`config.mk`:
```
export PLATFORM = sky130hd
export DESIGN_NAME = instr_sequencer
export DESIGN_NICKNAME = d
export VERILOG_FILES = /design/src/rtl/instr_sequencer.sv
export SDC_FILE = /design/constraint.sdc
export NUM_CORES = 1
export LEC_CHECK = 0
export ABC_AREA = 1
export BUFFER_PORTS_ARGS = -buffer_cell sky130_fd_sc_hd__clkbuf_2
export CORE_AREA = 4 4 52 54
export CTS_CLUSTER_SIZE = 40
export DETAILED_ROUTE_END_ITERATION = 6
export DIE_AREA = 0 0 56 58
export PLACE_DENSITY = 0.76
export REMOVE_ABC_BUFFERS = 1
export SYNTH_ARGS = -nofsm -noshare
export SYNTH_HDL_FRONTEND = slang
export SYNTH_SLANG_ARGS = --single-unit
```
`constraint.sdc`:
```
create_clock -name clk -period 3.8 [get_ports clk]
set_input_delay 1.14 -clock clk [delete_from_list [all_inputs] [get_ports clk]]
set_output_delay 1.14 -clock clk [all_outputs]
set_load 0.02 [all_outputs]
```
`src/rtl/instr_sequencer.sv`:
```
// Fetch/decode/execute sequencer for the 4-bit microcode processor.
// Owns the program counter and instruction register, and handles J/JNZ and memory-operand stalls.
module instr_sequencer #(
  parameter logic [3:0] LAST_ADDR   = 4'd15,
  parameter logic [3:0] MEM_TIMEOUT = 4'd8
) (
  input  logic       clk,
  input  logic       rst,
  input  logic       start,
  input  logic [7:0] instr,
  input  logic       z_flag,
  input  logic       mem_ack,
  output logic [3:0] pc,
  output logic [7:0] ir,
  output logic       fetch_en,
  output logic       exec_en,
  output logic       mem_req,
  output logic       busy,
  output logic       halted,
  output logic       err
);

  typedef enum logic [2:0] {
    S_IDLE,
    S_FETCH,
    S_DECODE,
    S_EXEC,
    S_MEM_WAIT,
    S_HALT
  } state_t;

  localparam logic [3:0] TMO_LAST = MEM_TIMEOUT - 4'd1;

  state_t     state_q, state_d;
  logic [3:0] pc_q, pc_d;
  logic [7:0] ir_q, ir_d;
  logic       err_q, err_d;
  logic [3:0] tmo_q, tmo_d;

  logic [3:0] target;
  logic       is_j, is_jnz, is_mem, jump_taken, at_last;

  assign target     = ir_q[3:0];
  assign is_j       = (ir_q[7:4] == 4'h7);
  assign is_jnz     = (ir_q[7:4] == 4'h3);
  assign is_mem     = (ir_q[7:4] == 4'hB) || (ir_q[7:4] == 4'hF);
  assign jump_taken = is_j || (is_jnz && !z_flag);
  assign at_last    = (pc_q == LAST_ADDR);

  always_ff @(posedge clk) begin
    if (rst) begin
      state_q <= S_IDLE;
      pc_q    <= 4'd0;
      ir_q    <= 8'h00;
      err_q   <= 1'b0;
      tmo_q   <= 4'd0;
    end else begin
      state_q <= state_d;
      pc_q    <= pc_d;
      ir_q    <= ir_d;
      err_q   <= err_d;
      tmo_q   <= tmo_d;
    end
  end

  always_comb begin
    state_d  = state_q;
    pc_d     = pc_q;
    ir_d     = ir_q;
    err_d    = err_q;
    tmo_d    = tmo_q;
    fetch_en = 1'b0;
    exec_en  = 1'b0;
    mem_req  = 1'b0;
    busy     = 1'b0;
    halted   = 1'b0;

    unique case (state_q)
      S_IDLE: begin
        if (start) begin
          state_d = S_FETCH;
          pc_d    = 4'd0;
          err_d   = 1'b0;
        end
      end
      S_FETCH: begin
        fetch_en = 1'b1;
        busy     = 1'b1;
        ir_d     = instr;
        state_d  = S_DECODE;
      end
      S_DECODE: begin
        busy    = 1'b1;
        tmo_d   = 4'd0;
        state_d = is_mem ? S_MEM_WAIT : S_EXEC;
      end
      S_EXEC: begin
        busy    = 1'b1;
        exec_en = 1'b1;
        // A taken jump from the last address keeps running; only fall-through halts.
        if (!jump_taken && at_last) begin
          state_d = S_HALT;
        end else begin
          state_d = S_FETCH;
          pc_d    = jump_taken ? target : pc_q + 4'd1;
        end
      end
      S_MEM_WAIT: begin
        busy    = 1'b1;
        mem_req = 1'b1;
        if (mem_ack) begin
          exec_en = 1'b1;
          if (at_last) begin
            state_d = S_HALT;
          end else begin
            state_d = S_FETCH;
            pc_d    = pc_q + 4'd1;
          end
        end else if (tmo_q == TMO_LAST) begin
          err_d   = 1'b1;
          state_d = S_HALT;
        end else begin
          tmo_d = tmo_q + 4'd1;
        end
      end
      S_HALT: begin
        halted = 1'b1;
        if (start) begin
          state_d = S_FETCH;
          pc_d    = 4'd0;
          err_d   = 1'b0;
        end
      end
      default: state_d = S_IDLE;
    endcase
  end

  assign pc  = pc_q;
  assign ir  = ir_q;
  assign err = err_q;

endmodule

```
==> impl_metrics.json <==
{
  "cts.clk_slew.worst_paths_ps": 100,
  "finish.cell_count_without_fillers": 224,
  "number_of_rows_in_the_core_area": 17,
  "yosysWarnings": 0,
  "drc": 0,
  "finalHoldViolCount": 0,
  "clock.fmax_mhz": 369,
  "groute.usage.overall_pct": 16.7,
  "drt_first_iter_violations": 31,
  "req_time_crit_path_ps": 2660,
  "design.core.area_mm2": 0.00221,
  "cts_setup_buffers": 0,
  "p_per_area_mw_per_mm2": 565,
  "synth_xor_area_share_pct": 2.38,
  "final_period_util_pct": 71.3,
  "hpwl_mm": 2.08,
  "ir_drop_uv": 297,
  "port_buffers": 30,
  "place_inst": 221,
  "timing.final.max_slew_violations": 0,
  "num-nets-final": 213,
  "detailedRoute.firstPassIterationCount": 4,
  "synth_compound_area_share_pct": 14.3,
  "antenna_found_initial": 0,
  "finalSetupViolCount": 0,
  "cp_max_fo": 14,
  "status": "finished clean",
  "antenna_cells_inserted": 0,
  "finalWeightedCongestion": 0.796,
  "synthesized_area_mm2": 0.00110,
  "cts_tree": "done",
  "die-area_mm2": 0.00325,
  "timing.hold.worst.class": "reg2reg",
  "hold_buffers": 0,
  "start_util_pct": 49.8,
  "yosysSeqAreaShare_pct": 36.3,
  "grt_setup_unrepaired": "no",
  "worst_setup_path_end_kind": "output port",
  "pin_count": 31,
  "maxSlewHeadroom_pct": 72.3,
  "clock_latency_ps": 290,
  "synthMuxAreaShare_pct": 0,
  "synth_seq_cells": 20,
  "clkPwrFrac_pct": 13.2,
  "largest_net_degree_at_the_start_of_global_routing": 16,
  "period_minus_slack_ps": 2710,
  "cp_data_arrival_time_ps": 1570,
  "leakage_nw": 0.653,
  "viasPerCell": 5.11,
  "cap_violations": 0,
  "numCtsBuffers": 3,
  "share_seq_of_total_power_pct": 40.4,
  "postPlaceCellArea_mm2": 0.00128,
  "syn_to_final_growth_pct": 17.9,
  "synthAdderAreaFrac_pct": 2.27,
  "tns_ps": 0,
  "grt_first_pass_wirelength_mm": 4.53,
  "htree_num_levels": 1,
  "cts_resized": 0,
  "clk_path_buf_depth": 2,
  "switching_power_uw": 333,
  "sw_frac_of_total_pct": 45.3,
  "synth_top_family_by_area": "simple AND/OR/NAND/NOR gates",
  "worstMarginPinSlew_ps": 415,
  "tritoncts_num_sinks": 20,
  "internal_power_uw": 402,
  "synthesized_area_divided_by_synthesized_cell_count_um2": 6.68,
  "yosysUniqueCellTypes": 22,
  "chipHeight_um": 58,
  "worst_setup_path_category": "reg2out",
  "floorplan.die.width_um": 56,
  "dr_total_vias": 1144,
  "power_frac_comb_pct": 46.4,
  "drt-wirelength-per-cell_um": 11.5,
  "fraction_of_final_layout_cells_sized_beyond_drive_strength_1_pct": 28.6,
  "synth_simple_gate_area_share_pct": 36.3,
  "final_area_mm2": 0.00130,
  "first_global_vias": 1093,
  "critical_path.startpoint_type": "flop",
  "fin_worst_skew_ps": 4.61,
  "grt_remaining_overflow": 0,
  "detail-route-antenna-nets": 0,
  "clockRootBuffer": "sky130_fd_sc_hd__clkbuf_4",
  "postRouteWirelength_mm": 2.59,
  "syn-instance-count": 165
}
-- power by group through the flow --
stage / clock, mW / sequential, mW / combinational, mW
after global placement: 0 / 0.298 / 0.334
after floorplan: 0 / 0.341 / 0.203
final: 0.0973 / 0.297 / 0.341
after global routing: 0.108 / 0.304 / 0.384
after detailed placement: 0 / 0.301 / 0.342
after CTS: 0.101 / 0.297 / 0.344
-- metal layers --
metal / vias to the layer above / wire, um / share of wire, % / global-route usage, %
met2: 39 / 1220 / 47 / 29.0
met1: 507 / 1160 / 45 / 20.7
met3: 4 / 172 / 6.6 / 2.67
li1: 594 / - / - / -
met4: 0 / 34 / 1.3 / 6.10
met5: - / 0 / 0 / 0
-- flip-flops by register name (all words and copies together) (netlist names) --
signal and flops:
ir 8, pc 4, tmo_q 4, state_q 3
err 1
-- critical path, stage by stage (launching register included) --
cell and delay (ps):
sky130_fd_sc_hd__dfxtp_1 490, sky130_fd_sc_hd__nand2_2 110, sky130_fd_sc_hd__nor2_2 220, sky130_fd_sc_hd__inv_2 160, sky130_fd_sc_hd__nand4_1 120, sky130_fd_sc_hd__clkbuf_2 170
-- path summary, 6_finish.rpt --
check        slack, ps        from    end  cells past startpoint
min reg2reg        450         err    err                      2
min                450         err    err                      2
max reg2reg       2400  state_q[0]  pc[1]                      9
max               1090  state_q[0]   busy                      5
-- logic make-up (layout without fill, tap and decap cells) --
| kind of cell | after synthesis | in the layout |
|---|---|---|
| XOR/XNOR | 3 | 3 |
| flip-flops | 20 | 20 |
| adder cells (fa/ha/maj) | 2 | 2 |
| AND/OR/NAND/NOR | 85 | 85 |
| buffers and inverters | 24 | 55 |
| AO/OA/AOI/OAI | 31 | 31 |
-- cell usage in the layout (no fill, tap or decap) --
| master | Yosys | final |
|---|---|---|
| sky130_fd_sc_hd__nand2_1 | 36 | 36 |
| sky130_fd_sc_hd__a21oi_1 | 17 | 17 |
| sky130_fd_sc_hd__o211ai_1 | 1 | 1 |
| sky130_fd_sc_hd__xnor2_1 | 1 | 1 |
| sky130_fd_sc_hd__dfxtp_1 | 20 | 20 |
| sky130_fd_sc_hd__nor3_2 | 1 | 1 |
| sky130_fd_sc_hd__inv_2 | 8 | 8 |
| sky130_fd_sc_hd__nand3b_1 | 2 | 2 |
| sky130_fd_sc_hd__inv_1 | 14 | 14 |
| sky130_fd_sc_hd__clkbuf_4 | 0 | 3 |
| sky130_fd_sc_hd__o21ai_1 | 1 | 1 |
| sky130_fd_sc_hd__ha_1 | 2 | 2 |
| sky130_fd_sc_hd__nand3_1 | 8 | 8 |
| sky130_fd_sc_hd__xor2_1 | 2 | 2 |
| sky130_fd_sc_hd__clkbuf_2 | 0 | 30 |
| sky130_fd_sc_hd__nand2_2 | 9 | 9 |
| sky130_fd_sc_hd__nand3_2 | 1 | 1 |
| sky130_fd_sc_hd__nor2_2 | 2 | 2 |
| sky130_fd_sc_hd__o21ai_0 | 12 | 12 |
| sky130_fd_sc_hd__nor2_4 | 2 | 2 |
| sky130_fd_sc_hd__nor3_1 | 3 | 3 |
| sky130_fd_sc_hd__nor2_1 | 19 | 19 |
| sky130_fd_sc_hd__nand4_1 | 2 | 2 |
-- stage by stage --
stage | power, mW | util, % | setup slack, ps | hold WS [ps]
3_5_place_dp | 0.644 | 57.7 | 1100 | 439
4_1_cts | 0.741 | 58.8 | 1070 | 455
3_3_place_gp | 0.631 | 57.7 | 1140 | 432
6_report | 0.735 | 58.8 | 1090 | 451
2_1_floorplan | 0.544 | - | 1300 | 447
5_1_grt | 0.796 | 58.8 | 960 | 502
-- Yosys cell counts --
library cell,number,area (um2)
sky130_fd_sc_hd__a21oi_1,17,85.1
sky130_fd_sc_hd__buf_2,2,10.0
sky130_fd_sc_hd__dfxtp_1,20,400
sky130_fd_sc_hd__ha_1,2,25.0
sky130_fd_sc_hd__inv_1,14,52.6
sky130_fd_sc_hd__inv_2,8,30.0
sky130_fd_sc_hd__nand2_1,36,135
sky130_fd_sc_hd__nand2_2,9,56.3
sky130_fd_sc_hd__nand3_1,8,40.0
sky130_fd_sc_hd__nand3_2,1,10.0
sky130_fd_sc_hd__nand3b_1,2,15.0
sky130_fd_sc_hd__nand4_1,2,12.5
sky130_fd_sc_hd__nor2_1,19,71.3
sky130_fd_sc_hd__nor2_2,2,12.5
sky130_fd_sc_hd__nor2_4,2,22.5
sky130_fd_sc_hd__nor3_1,3,15.0
sky130_fd_sc_hd__nor3_2,1,10.0
sky130_fd_sc_hd__o211ai_1,1,7.51
sky130_fd_sc_hd__o21ai_0,12,60.1
sky130_fd_sc_hd__o21ai_1,1,5.00
sky130_fd_sc_hd__xnor2_1,1,8.76
sky130_fd_sc_hd__xor2_1,2,17.5
-- area by class of cell --
class / count / area, um2
clock buffer: 3 / 22.5
tap: 28 / 35.0
timing repair buffer: 30 / 150
sequential: 20 / 400
multi-input combinational: 121 / 609
inverter: 22 / 82.6
fill: 237 / 912
No activity file was read; power rests on OpenSTA's default activity.
